===== config.mk =====
export PLATFORM = sky130hd
export DESIGN_NAME = if_stage
export DESIGN_NICKNAME = d
export VERILOG_FILES = /design/src/rtl/if_stage.sv
export SDC_FILE = /design/constraint.sdc
export NUM_CORES = 1
export LEC_CHECK = 0
export ABC_CLOCK_PERIOD_IN_PS = 4200
export CAP_MARGIN = 20
export CORE_MARGIN = 5
export CORE_UTILIZATION = 45
export CTS_BUF_LIST = sky130_fd_sc_hd__clkbuf_2
export DETAILED_ROUTE_END_ITERATION = 12
export PLACE_DENSITY = 0.8
export SETUP_SLACK_MARGIN = 0.2
export SYNTH_ARGS = -nofsm -noshare
export SYNTH_HDL_FRONTEND = slang
export SYNTH_SLANG_ARGS = --single-unit
export TNS_END_PERCENT = 20

===== constraint.sdc =====
create_clock -name clk -period 4.2 [get_ports clk]
set_input_delay 0.84 -clock clk [delete_from_list [all_inputs] [get_ports clk]]
set_output_delay 0.84 -clock clk [all_outputs]
set_load 0.1 [all_outputs]

===== src/rtl/if_stage.sv =====
// Instruction-fetch stage: PC register plus IF/ID pipeline register with RUN/STALL/FLUSH control.
// Optional build macro IF_STAGE_PERF_CNT_EN adds fetch_count / stall_count performance counters.
module if_stage #(
   parameter logic [31:0] RESET_PC  = 32'h0000_0000,
   parameter logic [31:0] NOP_INSTR = 32'h0000_0000
) (
   input  logic        clk,
   input  logic        rst,
   input  logic        freeze,
   input  logic        branch_taken,
   input  logic [31:0] branch_addr,
   input  logic [31:0] instr_in,
   output logic [31:0] pc_out,
   output logic [31:0] if_id_pc,
   output logic [31:0] if_id_instr,
`ifdef IF_STAGE_PERF_CNT_EN
   output logic [31:0] fetch_count,
   output logic [31:0] stall_count,
`endif
   output logic        if_id_valid
);

   typedef enum logic [1:0] {RUN, STALL, FLUSH} state_t;

   state_t      state, mode;
   logic [31:0] pc, pc_plus4;

   assign pc_plus4 = pc + 32'd4;
   assign pc_out   = pc;

   // Redirect wins over stall: a taken branch squashes whatever the hazard unit is holding.
   always_comb begin
      mode = RUN;
      if (branch_taken)
         mode = FLUSH;
      else if (freeze)
         mode = STALL;
   end

   always_ff @(posedge clk or posedge rst) begin
      if (rst) begin
         state       <= RUN;
         pc          <= {RESET_PC[31:2], 2'b00};
         if_id_pc    <= 32'h0;
         if_id_instr <= NOP_INSTR;
         if_id_valid <= 1'b0;
      end else begin
         state <= mode;
         case (mode)
            RUN: begin
               pc          <= pc_plus4;
               if_id_pc    <= pc_plus4;
               if_id_instr <= instr_in;
               if_id_valid <= 1'b1;
            end
            FLUSH: begin
               pc          <= {branch_addr[31:2], 2'b00};
               if_id_pc    <= 32'h0;
               if_id_instr <= NOP_INSTR;
               if_id_valid <= 1'b0;
            end
            default: ;
         endcase
      end
   end

`ifdef IF_STAGE_PERF_CNT_EN
   always_ff @(posedge clk or posedge rst) begin
      if (rst) begin
         fetch_count <= 32'h0;
         stall_count <= 32'h0;
      end else begin
         if (mode == RUN)   fetch_count <= fetch_count + 32'd1;
         if (mode == STALL) stall_count <= stall_count + 32'd1;
      end
   end
`endif

`ifndef SYNTHESIS
   // A redirect edge always leaves a bubble in IF/ID.
   a_flush_bubble: assert property (@(posedge clk) disable iff (rst)
      (state == FLUSH) |-> !if_id_valid);
`endif

endmodule


==> results of run 1 <==
## synth_stat cells (all sizes together), types with 8 or more instances
master | count | area, sq um
a211oi | 9 | 67.56
o31ai | 10 | 75.07
nor2 | 70 | 262.8
a311oi | 12 | 105.1
nand3 | 24 | 120.1
o21ai | 21 | 105.1
clkbuf | 25 | 93.84
mux2i | 32 | 320.3
nor4 | 12 | 75.07
xor2 | 10 | 87.58
or3 | 10 | 62.56
nand2 | 43 | 161.4
xnor2 | 15 | 131.4
nand4 | 9 | 77.57
buf | 19 | 92.59
or4 | 22 | 165.2
o211ai | 8 | 60.06
dfrtp | 94 | 2352
## layout make-up
type	count	share of cell area, %
Multi-Input combinational cell	358	34.43
Timing Repair Buffer	165	24.98
Clock inverter	4	0.7280
Clock buffer	12	0.9195
Inverter	5	0.3257
Sequential cell	94	36.02
Tap cell	136	2.605
## power by group
part           total (uW)  switching, uW  internal [uW]  leakage, uW
Clock                 450            307            143    0.0000719
Combinational         915            676            240      0.00136
Sequential           1050           82.6            972      0.00120
## registers in the layout (all words and copies together), names as in the netlist
| name | cells |
|---|---|
| pc_out | 30 |
| if_id_instr | 32 |
| if_id_valid | 1 |
| if_id_pc | 31 |
## cell families (layout without fill, tap and decap cells)
logic type,after synthesis,in the layout,share of synthesized area (%)
AO/OA/AOI/OAI,85,85,12.64
XOR/XNOR,25,25,4.560
adder cells (fa/ha/maj),1,1,0.2605
buffers and inverters,49,186,4.273
flip-flops,94,94,48.98
multiplexers,32,32,6.670
other,1,2,0.07809
AND/OR/NAND/NOR,213,213,22.54
## how the worst max path moves through the flow
stage	start	depth (start not counted)	slack, ns	endpoint
after detailed placement	freeze	5	1.55	pc_out[24]$_DFFE_PP0P_
after global routing	pc_out[13]$_DFFE_PP0P_	1	0.79	pc_out[13]
final	pc_out[13]$_DFFE_PP0P_	1	0.93	pc_out[13]
after global placement	pc_out[13]$_DFFE_PP0P_	1	1.57	pc_out[13]
after floorplan	rst	1	0.91	if_id_instr[0]$_DFFE_PP0P_
after CTS	pc_out[13]$_DFFE_PP0P_	1	0.86	pc_out[13]
## layout by cell type, fill, tap and decap left out, drive strengths merged, types with 3 or more instances in the layout
| master | synthesis | routed |
|---|---|---|
| clkdlybuf4s50 | 0 | 158 |
| a211oi | 9 | 9 |
| nor3 | 5 | 5 |
| xnor2 | 15 | 15 |
| dfrtp | 94 | 94 |
| and3 | 4 | 4 |
| a311oi | 12 | 12 |
| a31oi | 5 | 5 |
| a21oi | 6 | 6 |
| o31ai | 10 | 10 |
| o21ai | 21 | 21 |
| nor4 | 12 | 12 |
| xor2 | 10 | 10 |
| inv | 5 | 5 |
| nor2b | 3 | 3 |
| mux2i | 32 | 32 |
| buf | 19 | 7 |
| clkbuf | 25 | 12 |
| a2111oi | 3 | 3 |
| or3 | 10 | 10 |
| nand4 | 9 | 9 |
| nor2 | 70 | 70 |
| or4 | 22 | 22 |
| o31a | 3 | 3 |
| nand3 | 24 | 24 |
| nand2 | 43 | 43 |
| o211ai | 8 | 8 |
| and4 | 4 | 4 |
## per-stage QoR
step	utilization (%)	area (sq um)	total power [uW]
2_1_floorplan	-	4806	1727
3_3_place_gp	61.94	6424	1975
3_5_place_dp	61.94	6424	1989
4_1_cts	62.98	6531	2435
5_1_grt	62.98	6531	2523
6_report	62.98	6531	2419
## layer usage
metal	vias to the layer above	routed length [um]	global-route usage (%)
met5	-	0	0
met4	0	281	8.894
met3	25	1706	9.519
met2	213	6397	34.79
met1	2131	5508	26.97
li1	2074	-	-
==> impl_metrics.env, run 1 <==
export IMPL_regArea_sq_um=2352
export IMPL_slowest_stage="clkdlybuf4s50_1"
export IMPL_status="complete, no violations"
export IMPL_tightest_slew_ns=1.039
export IMPL_fin_nets=702
export IMPL_rsz0062_at_grt="false"
export IMPL_hpwl_um=9981
export IMPL_holdWs_ns=0.5286
export IMPL_setup_tns_ns=0
export IMPL_via_per_inst=5.740
export IMPL_min_delay_start="if_id_valid$_DFFE_PP0P_"
export IMPL_drive_gt1_share_pct=4.232
export IMPL_cts_tree="done"
export IMPL_dr_pass1_iters=5
export IMPL_worst_path_buf_inv=1
export IMPL_area_growth_pct=36.01
export IMPL_placed_cells=758
export IMPL_postLayoutSetupSlackWorst_ns=0.9344
export IMPL_clk_pin_slew_ns=0.25
export IMPL_clk_path_buf_depth=2
export IMPL_cts_buffers=9
export IMPL_coreArea_sq_um=10370
export IMPL_die_x_um=113.3
export IMPL_dieArea_sq_um=12840
export IMPL_p_per_area_nw_per_um2=370.4
export IMPL_routabilityCongestion=0.8268
export IMPL_path_cells="clkdlybuf4s50_1"
export IMPL_path_class="reg -> out"
export IMPL_drc=0
export IMPL_yosys_register_bits=94
export IMPL_final_hold_viol_count=0
export IMPL_slew_headroom_pct=30.49
export IMPL_grt_remaining_overflow=0
export IMPL_synth_area_per_cell_sq_um=9.604
export IMPL_period_share_pct=77.75
export IMPL_initial_core_util_pct=46.31
export IMPL_cts_sinks=94
export IMPL_hold_class="reg -> reg"
export IMPL_stdcell_count=774
export IMPL_ir_drop_v=0.0002384
export IMPL_synthArstFlopShare_pct=100.0
export IMPL_ys_warnings_count=0
export IMPL_wire_per_inst_um=17.95
export IMPL_dr_total_vias=4443
export IMPL_wirelength_um=13890
export IMPL_reg2reg_to="if_id_pc[18]$_DFFE_PP0P_"
export IMPL_slowest_delay_ns=1.24
export IMPL_diodes=0
export IMPL_n_fill_cell=880
export IMPL_grt_pass1_vias=4580
export IMPL_postRouteAntennaNets=0
export IMPL_cpLargestDelayFamily="buffers and inverters"
export IMPL_chipHeight_um=113.3
export IMPL_rows=37
export IMPL_skew_ns=0.03123
export IMPL_grt_start_max_net_pins=65
export IMPL_slew_viol_final=0
export IMPL_port_buffers=160
export IMPL_antenna_found_initial=0
export IMPL_cts_post_setup_buffers_inserted=0
export IMPL_drtIter0Drc=266
export IMPL_min_path_cells=1
export IMPL_arrival_ns=2.43
export IMPL_worstHoldEndpoint="if_id_valid$_DFFE_PP0P_"
export IMPL_syn_inst=500
export IMPL_cts_repair_resized=0
export IMPL_cp_data_required_time_ns=3.36
export IMPL_power_static_leakage_uw=0.002631
export IMPL_synth_edf_count=0
export IMPL_r2r_start="pc_out[6]$_DFFE_PP0P_"
export IMPL_grt_pass1_wl_um=22890
export IMPL_setup_viol=0
export IMPL_multi_input_area_sq_um=2248
export IMPL_reg2reg_slack_ns=1.60
export IMPL_clock_latency_ns=0.58
export IMPL_track_usage_pct=22.19
export IMPL_cts_root_buffer="clkbuf_2"
export IMPL_clock_fmax_mhz=306.2
export IMPL_syn_area_sq_um=4802
export IMPL_cp_max_fo=9
export IMPL_worstRegToRegCells=4
export IMPL_hold_buffers=0
export IMPL_ys_flop_type="dfrtp_1"
export IMPL_seq_area_frac_synth_pct=48.98
export IMPL_startpoint_type="flop"
export IMPL_min_period_ns=3.266
export IMPL_cp_end_kind="primary output"
export IMPL_io_pins=165
export IMPL_cap_viol_max_count=0
export IMPL_h_tree_depth=3
export IMPL_yosysUniqueCellTypes=46
export IMPL_dp_slack_ns=1.547
Power figures use the tool's default switching activity.
==> run 2, diff against run 1 <==
ABC_CLOCK_PERIOD_IN_PS = 2900   (was 4200)
CORE_UTILIZATION = 43   (was 45)
clock period = 2.9 ns   (was 4.2 ns; I/O delays follow)
==> impl_metrics.env, run 2 (same netlist as run 1, synthesis figures left out) <==
export IMPL_status="complete, no violations"
export IMPL_min_delay_start="branch_taken"
export IMPL_die_x_um=115.7
export IMPL_worstRegToRegCells=4
export IMPL_cts_root_buffer="clkbuf_2"
export IMPL_postRouteAntennaNets=0
export IMPL_dp_slack_ns=0.4472
export IMPL_clk_path_buf_depth=2
export IMPL_rsz0062_at_grt="false"
export IMPL_path_class="reg -> reg"
export IMPL_drc=0
export IMPL_hpwl_um=9795
export IMPL_slew_headroom_pct=47.47
export IMPL_cts_repair_resized=0
export IMPL_chipHeight_um=115.7
export IMPL_drive_gt1_share_pct=19.00
export IMPL_slowest_delay_ns=0.78
export IMPL_cap_viol_max_count=0
export IMPL_period_share_pct=85.73
export IMPL_grt_pass1_wl_um=22000
export IMPL_diodes=0
export IMPL_clock_latency_ns=0.54
export IMPL_power_static_leakage_uw=0.002772
export IMPL_drtIter0Drc=360
export IMPL_postLayoutSetupSlackWorst_ns=0.4139
export IMPL_skew_ns=0.01644
export IMPL_arrival_ns=2.92
export IMPL_layout_commonest_cell="buf_4"
export IMPL_min_path_cells=2
export IMPL_h_tree_depth=3
export IMPL_grt_start_max_net_pins=95
export IMPL_io_pins=165
export IMPL_n_fill_cell=942
export IMPL_initial_core_util_pct=44.10
export IMPL_rows=38
export IMPL_cpLargestDelayFamily="simple AND/OR/NAND/NOR gates"
export IMPL_reg2reg_to="if_id_pc[30]$_DFFE_PP0P_"
export IMPL_clock_fmax_mhz=402.2
export IMPL_cp_max_fo=16
export IMPL_ir_drop_v=0.0003673
export IMPL_fin_nets=707
export IMPL_area_growth_pct=31.45
export IMPL_hold_class="in -> reg"
export IMPL_cp_end_kind="flop"
export IMPL_reg2reg_slack_ns=0.41
export IMPL_cts_tree="done"
export IMPL_r2r_start="pc_out[9]$_DFFE_PP0P_"
export IMPL_p_per_area_nw_per_um2=530.8
export IMPL_grt_use_met1_pct=27.30
export IMPL_cp_data_required_time_ns=3.33
export IMPL_min_period_ns=2.486
export IMPL_slowest_stage="or4_1"
export IMPL_wire_per_inst_um=17.42
export IMPL_routabilityCongestion=0.8539
export IMPL_coreArea_sq_um=10890
export IMPL_worstHoldEndpoint="if_id_pc[20]$_DFFE_PP0P_"
export IMPL_setup_viol=0
export IMPL_cts_buffers=9
export IMPL_use_met2_pct=31.48
export IMPL_via_per_inst=5.696
export IMPL_antenna_found_initial=0
export IMPL_final_hold_viol_count=0
export IMPL_grt_pass1_vias=4331
export IMPL_grt_remaining_overflow=0
export IMPL_cts_post_setup_buffers_inserted=0
export IMPL_port_buffers=160
export IMPL_hold_buffers=0
export IMPL_slew_viol_final=0
export IMPL_wirelength_um=13630
export IMPL_dr_total_vias=4454
export IMPL_gr_usage_met3_pct=6.319
export IMPL_startpoint_type="flop"
export IMPL_dieArea_sq_um=13380
export IMPL_tightest_slew_ns=0.7871
export IMPL_busiest_layer="met2"
export IMPL_path_cells="nand4_2, or4_1, or3_1, a2111oi_1"
export IMPL_clk_pin_slew_ns=0.24
export IMPL_largest_reg_flops=32
export IMPL_largest_register="if_id_instr"
export IMPL_dr_pass1_iters=4
export IMPL_track_usage_pct=20.57
export IMPL_worst_path_buf_inv=0
export IMPL_final_cell_mix="buf_4, dfrtp_1, nor2_1, clkdlybuf4s50_1, nand2_1"
export IMPL_cts_sinks=94
export IMPL_setup_tns_ns=0
[run 2: changes by cell type in the layout (fill, tap and decap cells not counted), sizes merged]
cell / before / now
inv: 5 / 4
clkinv: 2 / 4
bufinv: 1 / 0
clkdlybuf4s50: 158 / 63
buf: 7 / 107
clkbuf: 12 / 11
[run 2: report_power, final]
group	leakage, uW	total (uW)	switching (uW)	internal (uW)
Combinational	0.00152	1300	981	318
Sequential	0.00120	1530	118	1410
Clock	0.0000520	526	421	105
Total	0.00277	3350	1520	1830
[run 2: how the worst max path moves through the flow]
stage,slack (ns),from,to,cells past startpoint
after global placement,0.53,pc_out[9]$_DFFE_PP0P_,if_id_pc[30]$_DFFE_PP0P_,4
after global routing,0.25,pc_out[4]$_DFFE_PP0P_,if_id_pc[31]$_DFFE_PP0P_,4
after floorplan,0.01,pc_out[2]$_DFFE_PP0P_,if_id_pc[24]$_DFFE_PP0P_,6
final,0.41,pc_out[9]$_DFFE_PP0P_,if_id_pc[30]$_DFFE_PP0P_,4
after detailed placement,0.45,pc_out[9]$_DFFE_PP0P_,if_id_pc[30]$_DFFE_PP0P_,4
after CTS,0.41,pc_out[14]$_DFFE_PP0P_,if_id_pc[30]$_DFFE_PP0P_,4
[run 2: final cells by class]
class / instances / area [sq um] / area share, %
clock buffers: 11 / 55.05 / 0.8722
clock inverters: 4 / 15.01 / 0.2379
inverters: 5 / 22.52 / 0.3568
multi-input cells: 358 / 2248 / 35.62
flip-flops and latches: 94 / 2352 / 37.26
well taps: 140 / 175.2 / 2.775
repair buffers: 170 / 1444 / 22.87
[run 2: routing by layer]
layer / vias to the layer above / wire length [um]
li1: 2090 / -
met5: - / 0
met2: 204 / 6124
met3: 23 / 1522
met1: 2137 / 5659
met4: 0 / 319
[run 2: through the flow]
stage	instance area [sq um]	power [uW]	hold WS, ns	cells	utilization [%]
2_1_floorplan	4810	2502	0.6999	501	-
3_3_place_gp	6242	2834	0.4664	767	57.33
3_5_place_dp	6242	2855	0.5034	767	57.33
4_1_cts	6312	3386	0.3367	782	57.98
5_1_grt	6312	3497	0.3718	782	57.98
6_report	6312	3351	0.3781	782	57.98
==> run 3, diff against run 2 <==
CTS_CLUSTER_SIZE = 8   (was default)
==> results of run 3 <==
Final layout, timing and power as in run 2 (identical DEF).
==> variant (settings of run 1) <==
Build with the macro `IF_STAGE_PERF_CNT_EN` defined.
--- a/src/rtl/if_stage.sv
+++ b/src/rtl/if_stage.sv
@@ -2,2 +2,4 @@
 // Optional build macro IF_STAGE_PERF_CNT_EN adds fetch_count / stall_count performance counters.
+`define IF_STAGE_PERF_CNT_EN
+
 module if_stage #(
Behaviour (old outputs only; new: fetch_count and stall_count): unchanged (equiv_simple and equiv_induct, registers matched by name and starting in step).
==> variant against run 1 <==
Sequential cell count rose by 64. Non-clock buffer count rose by 65. Count of clock-buffer cells in the layout rose by 6. Routed wire length rose by 53%. Setup slack got worse by 0.13 ns. Power rose by 86%. Area after synthesis rose by 61%. Cell area rose by 60%. Combinational power rose by 75%. Sequential power rose by 73%. Critical path type unchanged. Largest cell class unchanged. Highest routed layer unchanged.
==> variant: results <==
metrics = {
    "status": {
        "status": "finished, final reports clean",
    },
    "cts": {
        "clock_path_buffers": 2,
        "clkTransAtPathRegs_ns": 0.22,
        "root_buffer": "clkbuf_2",
        "ctsResizeCount": 0,
        "cts-buffers-inserted": 17,
        "clk_latency_ns": 0.71,
        "h-tree-depth": 4,
    },
    "yosys": {
        "synthAdderAreaFrac": 0.00484,
        "synth_compound_gate_area_share": 0.0838,
        "synthTopCellsByArea": "dfrtp_1, xnor2_1, nor2_1",
        "synth.distinct_cells": 51,
        "synth.area.mux_share": 0.0442,
        "syn_inst": 768,
        "synthXorXnorAreaFrac": 0.0927,
        "synthTopCellsByCount": "dfrtp_1, nor2_1, nand2_1, xnor2_1, clkbuf_1",
        "ys_seq_area_frac": 0.510,
    },
    "placement": {
        "dp_cells": 1172,
        "portBuffers": 224,
        "gp_congestion": 0.802,
        "post_dp_cell_area_um2": 10100,
        "post-dp-hpwl_um": 14900,
    },
    "setup_path": {
        "cpPeakStageDelay_ns": 1.22,
        "rr_worst_depth": 5,
        "timing.rr.end": "pc_out[22]",
        "r2r_start": "pc_out[2]",
        "regToRegSetupSlack_ns": 1.68,
        "cp_max_fo": 11,
        "crit_arrival_ns": 2.56,
    },
    "power_and_ir_drop": {
        "switchingPower_mw": 1.93,
        "combinationalPowerShare": 0.355,
        "seqPwrFrac": 0.405,
        "peakVddDrop_v": 0.000518,
        "power_leakage_nw": 4.32,
    },
    "hold_path": {
        "min_from": "stall_count[31]",
        "hold_path.class": "reg2reg",
        "hold_end": "stall_count[31]",
    },
    "timing": {
        "fin_worst_skew_ns": 0.0326,
        "relSlewSlack": 0.293,
        "finalHoldWorstSlack_ns": 0.486,
    },
    "global_routing": {
        "grt_pass1_wl_um": 34800,
        "grt_usage": 0.216,
        "gr-usage-met2": 0.350,
        "grtUsageMet1": 0.284,
        "use_met3": 0.0522,
        "grt_max_degree": 159,
    },
    "final_layout": {
        "final_nets": 1037,
        "drive_above_1_share": 0.0542,
        "fillers": 1454,
    },
    "drt": {
        "num_vias": 6741,
        "post_drt_via_cell_ratio": 5.60,
        "routedLengthMet1_um": 9120,
        "routed-wl-met3_um": 1460,
        "drt_iter0_markers": 444,
        "wirelength_um": 21300,
        "met2_length_um": 10300,
    },
}
==> variant: how the worst max path moves through the flow <==
stage	slack, ns	to	cells after the start	from
after floorplan	1.28	pc_out[22]	7	pc_out[2]
after global placement	1.38	pc_out[28]	5	freeze
after detailed placement	1.28	pc_out[22]	5	freeze
after CTS	0.68	pc_out[20]	1	pc_out[20]
after global routing	0.63	pc_out[20]	1	pc_out[20]
final	0.80	pc_out[20]	1	pc_out[20]
==> variant: through the flow <==
step / worst slack (ns) / power, mW / utilization
2_1_floorplan: 1.28 / 3.01 / -
3_3_place_gp: 1.38 / 3.42 / 0.590
3_5_place_dp: 1.28 / 3.44 / 0.590
4_1_cts: 0.682 / 4.53 / 0.609
5_1_grt: 0.626 / 4.68 / 0.609
6_report: 0.800 / 4.49 / 0.609
==> variant: cell type report <==
class                           count  area share
Sequential cell                   158       0.379
Multi-Input combinational cell    549       0.338
Timing Repair Buffer              230       0.220
Tap cell                          225      0.0270
Clock inverter                     13      0.0227
Clock buffer                       18     0.00864
Inverter                           10     0.00396
